--- src/rtl/rbz_spi_loader_pkg.sv ---
// Shared constants for the raybox-zero SPI loader: register offsets, CTRL bit
// positions, shifter FSM states, reset defaults and a byte-lane merge helper.
// No logic, no latency, no backpressure.
package rbz_spi_loader_pkg;

  localparam logic [3:0] OFS_DATA0 = 4'h0;
  localparam logic [3:0] OFS_DATA1 = 4'h4;
  localparam logic [3:0] OFS_DATA2 = 4'h8;
  localparam logic [3:0] OFS_CTRL  = 4'hC;

  localparam int CTRL_GO      = 0;   // write: start; read: busy
  localparam int CTRL_TGT     = 1;
  localparam int CTRL_LEN_LSB = 2;   // 7-bit len-1 field
  localparam int CTRL_ERR     = 9;
  localparam int CTRL_DONE    = 10;  // read: done; write 1: clear err
  localparam int CTRL_ERR_CLR = 10;
  localparam int CTRL_IRQ_EN  = 11;
  localparam int CTRL_DIV_LSB = 16;

  localparam int         LEN_W      = 7;
  localparam logic [6:0] LEN_M1_MAX = 7'd95;
  localparam logic [7:0] DIV_RST    = 8'd3;

  typedef enum logic [2:0] {IDLE, SETUP, HIGH, LOW, HOLD, GAP} spi_state_t;

  // Replace only the byte lanes whose select bit is set.
  function automatic logic [31:0] byte_merge(input logic [31:0] old_w,
                                             input logic [31:0] new_w,
                                             input logic [3:0]  sel);
    logic [31:0] w;
    w = old_w;
    for (int i = 0; i < 4; i++)
      if (sel[i]) w[8*i +: 8] = new_w[8*i +: 8];
    return w;
  endfunction

endpackage

--- src/rtl/rbz_spi_loader_if.sv ---
// Classic Wishbone slave bus bundle for the SPI loader.
// Latency: none (wires only).  Backpressure: slave acks one cycle after strobe.
// Ports: stb/cyc/we/sel/adr/dat from master; ack/dat back from slave.
interface rbz_spi_loader_if;
  logic        i_wb_stb;
  logic        i_wb_cyc;
  logic        i_wb_we;
  logic [3:0]  i_wb_sel;
  logic [31:0] i_wb_adr;
  logic [31:0] i_wb_dat;
  logic        o_wb_ack;
  logic [31:0] o_wb_dat;

  modport master (output i_wb_stb, i_wb_cyc, i_wb_we, i_wb_sel, i_wb_adr, i_wb_dat,
                  input  o_wb_ack, o_wb_dat);
  modport slave  (input  i_wb_stb, i_wb_cyc, i_wb_we, i_wb_sel, i_wb_adr, i_wb_dat,
                  output o_wb_ack, o_wb_dat);
endinterface

--- src/rtl/rbz_spi_loader_shifter.sv ---
// SPI mode-0 frame serialiser: FSM, half-period divider, bit counter, shift register.
// Latency: busy rises the cycle after start; frame lasts (2*len+3)*(div+1) cycles.
// Backpressure: start is ignored unless idle; outputs are decoded from state.
module rbz_spi_loader_shifter
  import rbz_spi_loader_pkg::*;
#(
  parameter int BUF_BITS = 96,
  parameter int DIV_W    = 8
) (
  input  logic                clk,
  input  logic                rst_n,
  input  logic                start,
  input  logic [BUF_BITS-1:0] load_dat,
  input  logic [LEN_W-1:0]    len_m1,
  input  logic [DIV_W-1:0]    div,
  output logic                busy,
  output logic                done,
  output logic                csb,
  output logic                sclk,
  output logic                mosi
);

  spi_state_t          state, state_nxt;
  logic [DIV_W-1:0]    hcnt;
  logic [LEN_W-1:0]    bitcnt;
  logic [BUF_BITS-1:0] shreg;
  logic                tick;
  logic [LEN_W-1:0]    len;

  // tick marks the last cycle of the current half-period
  assign tick = (hcnt == div);
  assign len  = len_m1 + LEN_W'(1);

  always_ff @(posedge clk or negedge rst_n) begin
    if (!rst_n) state <= IDLE;
    else        state <= state_nxt;
  end

  always_comb begin
    state_nxt = state;
    case (state)
      IDLE:  if (start) state_nxt = SETUP;
      SETUP: if (tick)  state_nxt = HIGH;
      HIGH:  if (tick)  state_nxt = LOW;
      // bitcnt was bumped on entry to LOW, so it already counts this bit
      LOW:   if (tick)  state_nxt = (bitcnt == len) ? HOLD : HIGH;
      HOLD:  if (tick)  state_nxt = GAP;
      GAP:   if (tick)  state_nxt = IDLE;
      default:          state_nxt = IDLE;
    endcase
  end

  always_ff @(posedge clk or negedge rst_n) begin
    if (!rst_n) begin
      hcnt   <= '0;
      bitcnt <= '0;
      shreg  <= '0;
    end else begin
      if (state == IDLE || state_nxt != state) hcnt <= '0;
      else                                      hcnt <= hcnt + DIV_W'(1);
      if (state == IDLE && start) begin
        shreg  <= load_dat;
        bitcnt <= '0;
      end else if (state == HIGH && tick) begin
        // falling SCLK edge: present the next bit
        shreg  <= {shreg[BUF_BITS-2:0], 1'b0};
        bitcnt <= bitcnt + LEN_W'(1);
      end
    end
  end

  assign busy = (state != IDLE);

  always_comb begin
    csb  = 1'b1;
    sclk = 1'b0;
    mosi = 1'b0;
    done = 1'b0;
    case (state)
      SETUP, LOW, HOLD: begin
        csb  = 1'b0;
        mosi = shreg[BUF_BITS-1];
      end
      HIGH: begin
        csb  = 1'b0;
        sclk = 1'b1;
        mosi = shreg[BUF_BITS-1];
      end
      GAP:     done = tick;
      default: ;
    endcase
  end

endmodule

--- src/rtl/rbz_spi_loader.sv ---
// Wishbone-slave SPI master that drives raybox-zero vec/reg SPI inputs from firmware.
// Latency: ack one cycle after strobe; frame starts the cycle after the go ack.
// Backpressure: bus writes while a frame is in flight are acked, dropped and flag err.
// Ports: i_clk/i_reset_n, wb (Wishbone slave), vec/reg csb/sclk/mosi, o_busy, o_irq.
// Option: define RBZ_SPI_LOADER_IRQ_EN for CTRL[11] irq_en and a done-level o_irq.
module rbz_spi_loader
  import rbz_spi_loader_pkg::*;
#(
  parameter int          BUF_BITS  = 96,
  parameter int          DIV_W     = 8,
  parameter logic [31:0] BASE_ADDR = 32'h3000_0000
) (
  input  logic           i_clk,
  input  logic           i_reset_n,
  rbz_spi_loader_if.slave wb,
  output logic           o_vec_csb,
  output logic           o_vec_sclk,
  output logic           o_vec_mosi,
  output logic           o_reg_csb,
  output logic           o_reg_sclk,
  output logic           o_reg_mosi,
  output logic           o_busy,
  output logic           o_irq
);

  logic [BUF_BITS-1:0] data_buf;
  logic [LEN_W-1:0]    len_m1;
  logic [DIV_W-1:0]    div;
  logic                target, err, done, start, irq_en;
  logic                hit, wr, rd, busy_any;
  logic                sh_done, sh_csb, sh_sclk, sh_mosi;
  logic [3:0]          ofs;
  logic [31:0]         rdata, ctrl_word, wdat;
  logic                unused_adr;

  assign ofs        = {wb.i_wb_adr[3:2], 2'b00};
  assign unused_adr = ^wb.i_wb_adr[1:0];
  assign wdat       = wb.i_wb_dat;
  // !ack keeps a held strobe from producing back-to-back acks
  assign hit = wb.i_wb_stb & wb.i_wb_cyc & ~wb.o_wb_ack &
               (wb.i_wb_adr[31:4] == BASE_ADDR[31:4]);
  assign wr  = hit &  wb.i_wb_we;
  assign rd  = hit & ~wb.i_wb_we;
  // start covers the one cycle between the go ack and the shifter leaving IDLE
  assign busy_any = start | o_busy;

  always_comb begin
    ctrl_word                            = '0;
    ctrl_word[CTRL_GO]                   = busy_any;
    ctrl_word[CTRL_TGT]                  = target;
    ctrl_word[CTRL_LEN_LSB +: LEN_W]     = len_m1;
    ctrl_word[CTRL_ERR]                  = err;
    ctrl_word[CTRL_DONE]                 = done;
    ctrl_word[CTRL_IRQ_EN]               = irq_en;
    ctrl_word[CTRL_DIV_LSB +: DIV_W]     = div;
  end

  always_comb begin
    rdata = '0;
    case (ofs)
      OFS_DATA0: rdata = data_buf[BUF_BITS-1  -: 32];
      OFS_DATA1: rdata = data_buf[BUF_BITS-33 -: 32];
      OFS_DATA2: rdata = data_buf[BUF_BITS-65 -: 32];
      OFS_CTRL:  rdata = ctrl_word;
      default:   rdata = '0;
    endcase
  end

  always_ff @(posedge i_clk or negedge i_reset_n) begin
    if (!i_reset_n) begin
      wb.o_wb_ack <= 1'b0;
      wb.o_wb_dat <= '0;
      data_buf    <= '0;
      target      <= 1'b0;
      len_m1      <= '0;
      div         <= DIV_W'(DIV_RST);
      err         <= 1'b0;
      done        <= 1'b0;
      start       <= 1'b0;
    end else begin
      wb.o_wb_ack <= hit;
      wb.o_wb_dat <= rd ? rdata : '0;
      start       <= 1'b0;
      if (rd && ofs == OFS_CTRL) done <= 1'b0;
      if (wr && busy_any) begin
        err <= 1'b1;
      end else if (wr) begin
        case (ofs)
          OFS_DATA0: data_buf[BUF_BITS-1  -: 32] <=
                       byte_merge(data_buf[BUF_BITS-1  -: 32], wdat, wb.i_wb_sel);
          OFS_DATA1: data_buf[BUF_BITS-33 -: 32] <=
                       byte_merge(data_buf[BUF_BITS-33 -: 32], wdat, wb.i_wb_sel);
          OFS_DATA2: data_buf[BUF_BITS-65 -: 32] <=
                       byte_merge(data_buf[BUF_BITS-65 -: 32], wdat, wb.i_wb_sel);
          OFS_CTRL: begin
            target <= wdat[CTRL_TGT];
            len_m1 <= wdat[CTRL_LEN_LSB +: LEN_W];
            if (wb.i_wb_sel[2]) div <= wdat[CTRL_DIV_LSB +: DIV_W];
            if (wdat[CTRL_ERR_CLR]) err <= 1'b0;
            if (wdat[CTRL_GO]) begin
              if (wdat[CTRL_LEN_LSB +: LEN_W] > LEN_M1_MAX) begin
                err <= 1'b1;
              end else begin
                done  <= 1'b0;
                start <= 1'b1;
              end
            end
          end
          default: ;
        endcase
      end
      // frame completion wins over a same-cycle CTRL read
      if (sh_done) done <= 1'b1;
    end
  end

`ifdef RBZ_SPI_LOADER_IRQ_EN
  always_ff @(posedge i_clk or negedge i_reset_n) begin
    if (!i_reset_n)                             irq_en <= 1'b0;
    else if (wr && !busy_any && ofs == OFS_CTRL) irq_en <= wdat[CTRL_IRQ_EN];
  end
  assign o_irq = done & irq_en;
`else
  assign irq_en = 1'b0;
  assign o_irq  = 1'b0;
`endif

  rbz_spi_loader_shifter #(
    .BUF_BITS (BUF_BITS),
    .DIV_W    (DIV_W)
  ) u_shifter (
    .clk      (i_clk),
    .rst_n    (i_reset_n),
    .start    (start),
    .load_dat (data_buf),
    .len_m1   (len_m1),
    .div      (div),
    .busy     (o_busy),
    .done     (sh_done),
    .csb      (sh_csb),
    .sclk     (sh_sclk),
    .mosi     (sh_mosi)
  );

  // the unselected target is parked at csb=1, sclk=0, mosi=0
  assign o_vec_csb  = target | sh_csb;
  assign o_vec_sclk = ~target & sh_sclk;
  assign o_vec_mosi = ~target & sh_mosi;
  assign o_reg_csb  = ~target | sh_csb;
  assign o_reg_sclk = target & sh_sclk;
  assign o_reg_mosi = target & sh_mosi;

endmodule
--- src/flat_wrapper.sv ---
// flat-port wrapper written by rule: the top's interface ports become plain ports
module rbz_spi_loader_flat import rbz_spi_loader_pkg::*;
#(
  parameter int          BUF_BITS  = 96,
  parameter int          DIV_W     = 8,
  parameter logic [31:0] BASE_ADDR = 32'h3000_0000
)
  (i_clk, i_reset_n, o_vec_csb, o_vec_sclk, o_vec_mosi, o_reg_csb, o_reg_sclk, o_reg_mosi, o_busy, o_irq, wb_i_wb_stb, wb_i_wb_cyc, wb_i_wb_we, wb_i_wb_sel, wb_i_wb_adr, wb_i_wb_dat, wb_o_wb_ack, wb_o_wb_dat);
  rbz_spi_loader_if wb_i ();
  input  logic i_clk;
  input  logic i_reset_n;
  output logic o_vec_csb;
  output logic o_vec_sclk;
  output logic o_vec_mosi;
  output logic o_reg_csb;
  output logic o_reg_sclk;
  output logic o_reg_mosi;
  output logic o_busy;
  output logic o_irq;
  input wire logic [$bits(wb_i.i_wb_stb)-1:0] wb_i_wb_stb;
  input wire logic [$bits(wb_i.i_wb_cyc)-1:0] wb_i_wb_cyc;
  input wire logic [$bits(wb_i.i_wb_we)-1:0] wb_i_wb_we;
  input wire logic [$bits(wb_i.i_wb_sel)-1:0] wb_i_wb_sel;
  input wire logic [$bits(wb_i.i_wb_adr)-1:0] wb_i_wb_adr;
  input wire logic [$bits(wb_i.i_wb_dat)-1:0] wb_i_wb_dat;
  output wire logic [$bits(wb_i.o_wb_ack)-1:0] wb_o_wb_ack;
  output wire logic [$bits(wb_i.o_wb_dat)-1:0] wb_o_wb_dat;
  assign wb_i.i_wb_stb = wb_i_wb_stb;
  assign wb_i.i_wb_cyc = wb_i_wb_cyc;
  assign wb_i.i_wb_we = wb_i_wb_we;
  assign wb_i.i_wb_sel = wb_i_wb_sel;
  assign wb_i.i_wb_adr = wb_i_wb_adr;
  assign wb_i.i_wb_dat = wb_i_wb_dat;
  assign wb_o_wb_ack = wb_i.o_wb_ack;
  assign wb_o_wb_dat = wb_i.o_wb_dat;
  rbz_spi_loader #(.BUF_BITS(BUF_BITS), .DIV_W(DIV_W), .BASE_ADDR(BASE_ADDR)) u_core (.i_clk(i_clk), .i_reset_n(i_reset_n), .wb(wb_i), .o_vec_csb(o_vec_csb), .o_vec_sclk(o_vec_sclk), .o_vec_mosi(o_vec_mosi), .o_reg_csb(o_reg_csb), .o_reg_sclk(o_reg_sclk), .o_reg_mosi(o_reg_mosi), .o_busy(o_busy), .o_irq(o_irq));
endmodule
--- config.mk ---
export PLATFORM = sky130hd
export DESIGN_NAME = rbz_spi_loader_flat
export DESIGN_NICKNAME = d
export VERILOG_FILES = /design/src/rtl/rbz_spi_loader_pkg.sv /design/src/rtl/rbz_spi_loader_if.sv /design/src/rtl/rbz_spi_loader_shifter.sv /design/src/rtl/rbz_spi_loader.sv /design/src/flat_wrapper.sv
export SDC_FILE = /design/constraint.sdc
export NUM_CORES = 1
export LEC_CHECK = 0
export CAP_MARGIN = 15
export CORE_MARGIN = 2
export CORE_UTILIZATION = 45
export CTS_BUF_LIST = sky130_fd_sc_hd__clkbuf_4 sky130_fd_sc_hd__clkbuf_8
export CTS_CLUSTER_DIAMETER = 100
export DETAILED_ROUTE_END_ITERATION = 10
export DONT_BUFFER_PORTS = 1
export PLACE_DENSITY_LB_ADDON = 0.12
export SLEW_MARGIN = 20
export SYNTH_ARGS = -nofsm -noshare
export SYNTH_HDL_FRONTEND = slang
export SYNTH_SLANG_ARGS = --single-unit
--- constraint.sdc ---
create_clock -name i_clk -period 1.9 [get_ports i_clk]
set_input_delay 0.38 -clock i_clk [delete_from_list [all_inputs] [get_ports i_clk]]
set_output_delay 0.38 -clock i_clk [all_outputs]
set_load 0.03 [all_outputs]
==> metrics.csv, run 1 <==
stage,metric,value,unit
outcome,outcome,finished with violations,
outcome,violations,"negative hold slack, negative setup slack",
floorplan,fp-row-count,58,
sta,period_minus_slack,2.19,ns
setup_path,required,1.52,ns
cells_and_area,final_cell_mix,"252 x dfrtp_1, 112 x mux2_2, 88 x nand2_2",
floorplan,initial_utilization,46.0,%
grt,grt_pass1_wl,50.1,mm
clock_tree,cts_hold_buf,33,
job,drv_cap,0,
power,irDropWorstVdd,0.000595,V
placed_design,gp_congestion,0.843,
setup_path,cp.arrival,1.81,ns
yosys,avgSynthCellArea,11.8,um^2
sta,tightestPinTransition,0.574,ns
routing,vias,8477,
sta,hold_viol,262,
clock_tree,numCtsBuffers,45,
yosys,yosys.area.top_type_share,56.1,%
setup_path,worstSetupStartpointType,flip-flop,
sta,post-route-period-util,115,%
cells_and_area,mostFrequentLayoutCell,dfrtp_1,
grt,grt_usage,24.4,%
yosys,synthFlopType,dfrtp_1,
power,p_total,11.2,mW
cells_and_area,area_growth,36.7,%
grt,antenna_found_initial,1,
hold_path,hold_class,input pin to async pin,
routing,drt_wl_total,34.4,mm
clock_tree,root_buffer,clkbuf_8,
yosys,synth_top_cells_by_area,"dfrtp_1 56%, mux2_2 11%, nand2_1 6.6%",
yosys,synth_edf_count,0,
floorplan,die-area,0.0271,mm^2
routing,drc,0,
floorplan,fp.dieH,165,um
yosys,syn-cell-area,0.0116,mm^2
setup_path,critical_path.max_stage_delay,0.42,ns
clock_tree,cts.sinks,262,
cells_and_area,final_net_count,1201,
yosys,ys_ff_latch,262,
yosys,async_reset_ff_share,100,%
sta,fmax,457,MHz
placed_design,dp.cells,1313,
routing,antenna_left,0,
clock_tree,path_clk_slew,0.06,ns
routing,drt-initial-drc-count,600,
sta,rsz0062_at_grt,yes,
power,p_leak,7.37,nW
sta,finalSetupViolCount,242,
yosys,syn_inst,980,
sta,setup_slack,-0.289,ns
placed_design,place_ws,-0.223,ns
yosys,synth_top_area_cell,dfrtp_1,
setup_path,path_cells,buf_6 > nor2_4 > nor2_2 > or3_4 > nor2_4 > buf_6,
grt,grt_pass1_vias,8621,
cells_and_area,postLayoutCoreUtil,62.8,%
routing,wl_per_cell,23.1,um
setup_path,cpMaxStageDelayCell,dfrtp_2,
floorplan,ios,114,
yosys,seq_area_frac_synth,56.5,%
grt,globalRouteOverflowTotal,0,
routing,firstDrtPassIters,4,
yosys,synth_fp_nets,1056,
cells_and_area,drive_gt1_share,48.5,%
sta,holdWs,-0.480,ns
placed_design,dp_hpwl,18.2,mm
floorplan,core_area,0.0253,mm^2
clock_tree,htree_levels,2,
clock_tree,cts_buffer_depth,3,
grt,grt_start_max_net_pins,263,
yosys,synth_cell_types,58,
clock_tree,clock_latency,0.57,ns
yosys,yosys_warnings,0,
cells_and_area,fin_cells,1489,
setup_path,worstPathMaxFanout,3,
sta,fin_skew,0.0259,ns
routing,viasPerCell,5.69,
sta,max_slew_margin,61.7,%
clock_tree,cts_tree,done,
sta,final_max_slew_viol_count,0,
setup_path,cp-end-kind,output port,
placed_design,port_buffers,0,
setup_path,path_class,flip-flop to output port,
floorplan,die_x,165,um
power,p_per_area,708,mW/mm^2
-- Yosys cell counts, types with 8 or more instances --
cell and number:
nor2b_1 20, clkbuf_1 38, nand4_2 9, xor2_1 10, a22oi_1 94, nand3_1 11
nand2_1 205, nor2_1 44, dfrtp_1 260, and3_1 9, a21oi_1 18, mux4_2 18
nor4_1 9, nand4_1 9, mux2_2 113, xnor2_1 14, inv_1 8, mux2i_1 16
-- metrics by stage --
step / area (um^2) / TNS (ns)
2_1_floorplan: 11700 / -9.94
3_3_place_gp: 12400 / -12.57
3_5_place_dp: 12400 / -22.31
4_1_cts: 15000 / -20.39
5_1_grt: 15900 / -46.51
6_report: 15900 / -29.63
-- cells by family after synthesis --
family,count (synthesis),synth area share [%]
flip-flops,262,56.5
XOR/XNOR,24,1.81
AO/OA/AOI/OAI,136,8.42
AND/OR/NAND/NOR,345,14.6
buffers and inverters,62,2.51
adder cells (fa/ha/maj),3,0.323
multiplexers,147,15.8
other,1,0.0323
-- critical path, delay by kind of cell (launching register included) --
family,cells,cell delay [ns]
flip-flops,1,0.42
AND/OR/NAND/NOR,4,0.58
buffers and inverters,2,0.26
-- power breakdown --
group | leakage [nW] | switching [mW] | internal (mW)
combinational | 3.21 | 0.0810 | 0.0861
sequential | 3.64 | 0.000000227 | 5.58
clock | 0.523 | 2.31 | 3.17
-- worst paths after layout --
check	startpoint	endpoint	slack, ns	depth (start not counted)
max in group asynchronous	i_reset_n	u_core.div[6]	1.86	0
max reg2reg	u_core.u_shifter.hcnt[3]	u_core.u_shifter.shreg[33]	-0.20	9
min	i_reset_n	u_core.u_shifter.bitcnt[5]	-0.48	0
min reg2reg	u_core.u_shifter.shreg[17]	u_core.u_shifter.shreg[17]	0.49	2
max	u_core.u_shifter.state[1]	o_vec_mosi	-0.29	6
min in group i_clk	wb_i_wb_we	u_core.err	0.02	1
-- registers in the layout, summed over array words and instances, names as in the netlist, 3 cells and up --
name and cells:
u_core.u_shifter.shreg 96, u_core.div 8, u_core.u_shifter.state 3, u_core.u_shifter.hcnt 8, u_core.data_buf 96, u_core.len_m1 7
u_core.wb.o_wb_dat 32, u_core.u_shifter.bitcnt 7
-- metal layers --
layer | share of wire, % | global-route usage [%]
met5 | 0 | 0
met4 | 3.7 | 8.02
met3 | 4.4 | 4.67
met2 | 49 | 40.4
met1 | 43 | 32.6
-- layout make-up --
cell class              instances  area [um^2]
fillers                      1984         9380
clock buffers                  75          913
multi-input cells             658         5860
diodes                          1         2.50
well taps                     330          413
inverters                       8         32.5
repair buffers                150         2020
clock inverters                 5         60.1
flip-flops and latches        262         6570
-- timing repair --
action                                 in CTS  in global routing
pin swaps                                  38                108
setup buffers                              38                 19
endpoints found under the hold margin     376                262
setup endpoints to repair                 244                266
gates resized for setup                   133                244
cloned                                     18                  7
(Power assumes the default switching activity.)
==> run 2, diff against run 1 <==
- CORE_MARGIN: 2 -> 3
- clock period: 1.9 -> 2.2 ns (I/O delays scaled with it)
==> run 2 against run 1 <==
Against the previous run:
- the run ends with negative hold slack left
- cell area is 15% lower
- cell count is 6.6% lower
- via count is 8.7% lower
- clock skew is 0.0025 ns higher
- critical endpoint unchanged
- largest cell class unchanged
- highest routed layer unchanged
==> metrics.csv, run 2 (synthesis results as in run 1) <==
stage,metric,value,unit,change
floorplan,die_x,167,um,was 165 um
cells_and_area,top_regs,"u_core.data_buf x96, u_core.u_shifter.shreg x96, u_core.wb.o_wb_dat x32",,unchanged
clock_tree,htree_levels,2,,unchanged
sta,tightestPinTransition,0.614,ns,was 0.574 ns
power,p_leak,6.64,nW,was 7.37 nW
floorplan,core_area,0.0253,mm^2,unchanged
power,combPwrFrac,0.7,%,was 1.5%
power,p_sw,2.00,mW,was 2.40 mW
sta,holdWs,-0.416,ns,was -0.480 ns
grt,antenna_found_initial,0,,was 1
routing,drt-initial-drc-count,434,,was 600
sta,fin_skew,0.0284,ns,was 0.0259 ns
grt,globalRouteOverflowTotal,0,,unchanged
power,pwr-share-seq,49.9,%,was 49.7%
placed_design,port_buffers,0,,unchanged
power,internal_power,7.65,mW,was 8.84 mW
outcome,outcome,finished with violations,,unchanged
floorplan,initial_utilization,46.0,%,unchanged
grt,grt_usage,20.1,%,was 24.4%
setup_path,cp-end-kind,output port,,unchanged
job,drv_cap,0,,unchanged
sta,hold_viol,260,,was 262
routing,viasPerCell,5.56,,was 5.69
floorplan,ios,114,,unchanged
cells_and_area,stdcell_area,0.0134,mm^2,was 0.0159 mm^2
cells_and_area,final_net_count,1103,,was 1201
clock_tree,cts_hold_buf,7,,was 33
cells_and_area,mostFrequentLayoutCell,dfrtp_1,,unchanged
sta,tns,0,ns,was -29.63 ns
placed_design,gp_congestion,0.801,,was 0.843
power,power_frac_clock,49.3,%,was 48.8%
cells_and_area,n_antenna_cell,0,,was 1
cells_and_area,area_growth,15.6,%,was 36.7%
cells_and_area,fin_cells,1391,,was 1489
setup_path,required,1.76,ns,was 1.52 ns
clock_tree,root_buffer,clkbuf_8,,unchanged
hold_path,hold_class,input pin to async pin,,unchanged
grt,grt_start_max_net_pins,263,,unchanged
routing,drc,0,,unchanged
power,swShare,20.7,%,was 21.3%
placed_design,place_area,0.0123,mm^2,was 0.0124 mm^2
placed_design,dp_hpwl,17.7,mm,was 18.2 mm
setup_path,path_class,flip-flop to output port,,unchanged
floorplan,die-area,0.0278,mm^2,was 0.0271 mm^2
clock_tree,clock_latency,0.55,ns,was 0.57 ns
clock_tree,cts_buffer_depth,3,,unchanged
setup_path,cpMaxStageDelayCell,dfrtp_2,,unchanged
sta,final_max_slew_viol_count,0,,unchanged
routing,firstDrtPassIters,5,,was 4
routing,wl_per_cell,20.2,um,was 23.1 um
floorplan,fp.dieH,167,um,was 165 um
power,irDropWorstVdd,0.000556,V,was 0.000595 V
routing,antenna_left,0,,unchanged
setup_path,cp_common_cell,nor2_1,,
setup_path,path_cells,nor2_1 > nor2_1 > or3_4 > nor2_4 > buf_6,,was buf_6 > nor2_4 > nor2_2 > or3_4 > nor2_4 > buf_6
setup_path,critical_path.max_stage_delay,0.43,ns,was 0.42 ns
cells_and_area,drive_gt1_share,27.6,%,was 48.5%
clock_tree,path_clk_slew,0.06,ns,about the same
setup_path,worstPathMaxFanout,4,,was 3
placed_design,dp.cells,1296,,was 1313
sta,post-route-period-util,99.2,%,
sta,rsz0062_at_grt,yes,,unchanged
setup_path,worstSetupStartpointType,flip-flop,,unchanged
grt,grt_pass1_wl,45.0,mm,was 50.1 mm
outcome,violations,negative hold slack,,"was negative hold slack, negative setup slack"
grt,grt_pass1_vias,8005,,was 8621
routing,vias,7736,,was 8477
sta,finalSetupViolCount,0,,was 242
clock_tree,cts_tree,done,,unchanged
cells_and_area,final_cell_mix,"257 x dfrtp_1, 204 x nand2_1, 113 x mux2_2",,"was 252 x dfrtp_1, 112 x mux2_2, 88 x nand2_2"
clock_tree,numCtsBuffers,44,,was 45
sta,max_slew_margin,59.1,%,was 61.7%
setup_path,cp.arrival,1.74,ns,was 1.81 ns
floorplan,fp-row-count,58,,unchanged
routing,drt_wl_total,28.2,mm,was 34.4 mm
clock_tree,cts.sinks,262,,unchanged
cells_and_area,postLayoutCoreUtil,53.1,%,was 62.8%
sta,fmax,458,MHz,
power,p_per_area,720,mW/mm^2,was 708 mW/mm^2
sta,period_minus_slack,2.18,ns,
## run 2: worst max-delay path: cells and delay by family (launching register included)
kind                   cells  cell delay, ns
buffers and inverters      1            0.13
DFF                        1            0.43
and+or+nand+nor            4            0.64
## run 2: path summary, 6_finish.rpt
kind                                       startpoint                         end  slack [ns]  cells past startpoint
setup / recovery            u_core.u_shifter.state[1]                  o_vec_mosi        0.02                      5
hold / removal                              i_reset_n   u_core.u_shifter.state[0]       -0.42                      0
setup reg to reg                   u_core.wb.o_wb_ack            u_core.len_m1[1]        0.17                      6
hold reg to reg            u_core.u_shifter.shreg[89]  u_core.u_shifter.shreg[89]        0.47                      2
max in group asynchronous                   i_reset_n         u_core.data_buf[43]        2.08                      0
min in group i_clk                     wb_i_wb_dat[6]         u_core.data_buf[38]        0.04                      1
## run 2: repair_timing
item	in CTS	in global routing
pin swaps	2	2
resized for setup	8	2
setup endpoints to repair	3	31
endpoints found under the hold margin	277	262
cloned	0	0
setup buffers	5	3
## run 2: area by class of cell
class | count | area [um^2]
clock buffer | 69 | 881
clock inverter | 11 | 114
fill | 2216 | 11800
inverter | 8 | 30.0
multi-input combinational | 656 | 4790
sequential | 262 | 6560
tap | 330 | 413
timing repair buffer | 55 | 622
## run 2: power groups by stage
stage | Clock (mW) | Combinational [mW] | Sequential (mW)
after floorplan | 0 | 0.0776 | 4.91
after global placement | 0 | 0.0576 | 4.91
after detailed placement | 0 | 0.0579 | 4.91
after CTS | 4.91 | 0.0710 | 4.82
after global routing | 5.13 | 0.0757 | 4.82
final | 4.76 | 0.0707 | 4.82
## run 2: metal layers
| layer | share of wire, % | up-vias | track usage [%] |
|---|---|---|---|
| met3 | 5.9 | 45 | 5.06 |
| met5 | 0 | - | 0 |
| li1 | - | 3584 | - |
| met2 | 47 | 165 | 32.1 |
| met4 | 2.4 | 0 | 5.95 |
| met1 | 45 | 3942 | 27.5 |
## run 2: through the flow
step           hold WS (ns)  power (mW)  worst slack, ns
6_report             -0.416        9.65           0.0176
5_1_grt              -0.445        10.0          -0.0478
4_1_cts              -0.448        9.80         0.000215
3_5_place_dp          0.154        4.96           0.0247
3_3_place_gp          0.155        4.96           0.0674
2_1_floorplan         0.144        4.99           0.0747
==> run 3, diff against run 2 <==
- CTS_BUF_LIST: sky130_fd_sc_hd__clkbuf_4 sky130_fd_sc_hd__clkbuf_8 -> sky130_fd_sc_hd__clkbuf_8
==> run 3 against run 2 <==
Against the previous run:
- critical path depth unchanged
- utilization decreased by 0.16 points
- clock power is 4% lower
- cell count is the same
- sequential cell count is the same
- the run still ends with negative hold slack left
- worst hold slack is essentially flat
==> metrics.csv, run 3 (synthesis results as in run 1) <==
stage,metric,value,unit,change
outcome,outcome,finished with violations,,unchanged
outcome,violations,negative hold slack,,unchanged
setup_path,path_class,flip-flop to output port,,unchanged
clock_tree,root_buffer,clkbuf_8,,unchanged
clock_tree,htree_levels,2,,unchanged
cells_and_area,drive_gt1_share,26.6,%,was 27.6%
clock_tree,cts.sinks,262,,unchanged
sta,holdWs,-0.415,ns,was -0.416 ns
setup_path,worstSetupStartpointType,flip-flop,,unchanged
placed_design,dp_hpwl,17.7,mm,unchanged
sta,fin_skew,0.0280,ns,was 0.0284 ns
clock_tree,numCtsBuffers,44,,unchanged
routing,vias,7666,,was 7736
cells_and_area,stdcell_area,0.0134,mm^2,about the same
clock_tree,cts_tree,done,,unchanged
power,p_total,9.47,mW,was 9.65 mW
power,p_leak,6.65,nW,was 6.64 nW
sta,rsz0062_at_grt,yes,,unchanged
sta,post-route-period-util,99.2,%,about the same
setup_path,cp.arrival,1.74,ns,about the same
cells_and_area,mostFrequentLayoutCell,dfrtp_1,,unchanged
sta,finalSetupViolCount,0,,unchanged
grt,grt_pass1_vias,7992,,was 8005
grt,grt_usage,20.1,%,about the same
setup_path,r2r_slack,0.17,ns,about the same
setup_path,rr_startpoint,u_core.wb.o_wb_ack,,unchanged
sta,hold_viol,260,,unchanged
cells_and_area,n_antenna_cell,0,,unchanged
floorplan,die-area,0.0278,mm^2,unchanged
sta,max_slew_margin,51.1,%,was 59.1%
routing,wl_per_cell,20.2,um,about the same
routing,drc,0,,unchanged
clock_tree,cts_buffer_depth,3,,unchanged
floorplan,initial_utilization,46.0,%,unchanged
sta,tightestPinTransition,0.734,ns,was 0.614 ns
floorplan,fp-row-count,58,,unchanged
sta,fmax,458,MHz,about the same
floorplan,core_area,0.0253,mm^2,unchanged
floorplan,die_x,167,um,unchanged
setup_path,cp-end-kind,output port,,unchanged
hold_path,hold_class,input pin to async pin,,unchanged
setup_path,required,1.76,ns,about the same
setup_path,ff2ff_path_depth,6,,unchanged
clock_tree,path_clk_slew,0.06,ns,about the same
sta,period_minus_slack,2.18,ns,about the same
setup_path,worstPathMaxFanout,4,,unchanged
clock_tree,cts_hold_buf,7,,unchanged
cells_and_area,fill_cells,2224,,was 2216
placed_design,gp_congestion,0.801,,unchanged
routing,antenna_left,0,,unchanged
placed_design,place_area,0.0123,mm^2,unchanged
placed_design,place_ws,0.0247,ns,unchanged
sta,final_max_slew_viol_count,0,,unchanged
cells_and_area,top_regs,"u_core.data_buf x96, u_core.u_shifter.shreg x96, u_core.wb.o_wb_dat x32",,unchanged
power,p_per_area,708,mW/mm^2,was 720 mW/mm^2
routing,drt_wl_total,28.1,mm,was 28.2 mm
grt,grt_start_max_net_pins,263,,unchanged
setup_path,timing.rr.end,u_core.len_m1[1],,unchanged
sta,setup_slack,0.0184,ns,was 0.0176 ns
grt,globalRouteOverflowTotal,0,,unchanged
grt,antenna_found_initial,0,,unchanged
grt,grt_pass1_wl,45.0,mm,about the same
routing,drt-initial-drc-count,481,,was 434
floorplan,ios,114,,unchanged
clock_tree,clock_latency,0.55,ns,about the same
cells_and_area,final_cell_mix,"257 x dfrtp_1, 204 x nand2_1, 113 x mux2_2",,unchanged
placed_design,port_buffers,0,,unchanged
cells_and_area,area_growth,15.2,%,was 15.6%
routing,viasPerCell,5.51,,was 5.56
power,irDropWorstVdd,0.000556,V,about the same
cells_and_area,final_net_count,1103,,unchanged
job,drv_cap,0,,unchanged
routing,firstDrtPassIters,4,,was 5
floorplan,fp.dieH,167,um,unchanged
[run 3: cell type report]
class                           count  area [um^2]  share of cell area [%]
Clock inverter                     22          155                    1.16
Tap cell                          330          413                    3.09
Sequential cell                   262         6560                    49.1
Inverter                            8         30.0                   0.225
Clock buffer                       58          798                    5.97
Multi-Input combinational cell    656         4790                    35.8
Timing Repair Buffer               55          622                    4.65
[run 3: critical path, cell delays in order (launching register included)]
cell and delay [ns]:
dfrtp_2 0.43, nor2_1 0.11, nor2_1 0.06, or3_4 0.38, nor2_4 0.09, buf_6 0.13
[run 3: power by group]
group | switching, mW | internal, mW
sequential | 0.000000175 | 4.82
combinational | 0.0308 | 0.0391
clock | 1.97 | 2.60
total | 2.01 | 7.46
[run 3: worst max-delay path by stage]
stage | from | end | slack, ns | cells after the start
4_1_cts | u_core.u_shifter.state[1] | o_vec_mosi | 0.0002 | 5
5_1_grt | u_core.u_shifter.state[1] | o_vec_mosi | -0.05 | 5
2_1_floorplan | u_core.wb.o_wb_ack | u_core.data_buf[32] | 0.07 | 6
3_5_place_dp | wb_i_wb_adr[8] | u_core.data_buf[92] | 0.02 | 6
6_report | u_core.u_shifter.state[1] | o_vec_mosi | 0.02 | 5
3_3_place_gp | wb_i_wb_adr[8] | u_core.data_buf[88] | 0.07 | 6
[run 3: timing repair]
action,in CTS,in global routing
gates resized for setup,8,2
buffers inserted,5,3
pin swaps,2,2
setup endpoints to repair,3,31
endpoints found under the hold margin,277,262
[run 3: metrics by stage]
stage          instances  utilization (%)  TNS (ns)
2_1_floorplan        980                -         0
3_3_place_gp        1296             48.5         0
3_5_place_dp        1296             48.5         0
4_1_cts             1388             52.8         0
5_1_grt             1391             52.9   -0.0886
6_report            1391             52.9         0
[run 3: layer usage]
metal / up-vias / share of wire [%] / global-route usage, %
met4: 0 / 2.4 / 5.74
met5: - / 0 / 0
met2: 134 / 47 / 32.2
met1: 3903 / 45 / 27.6
met3: 46 / 5.4 / 5.06
li1: 3583 / - / -
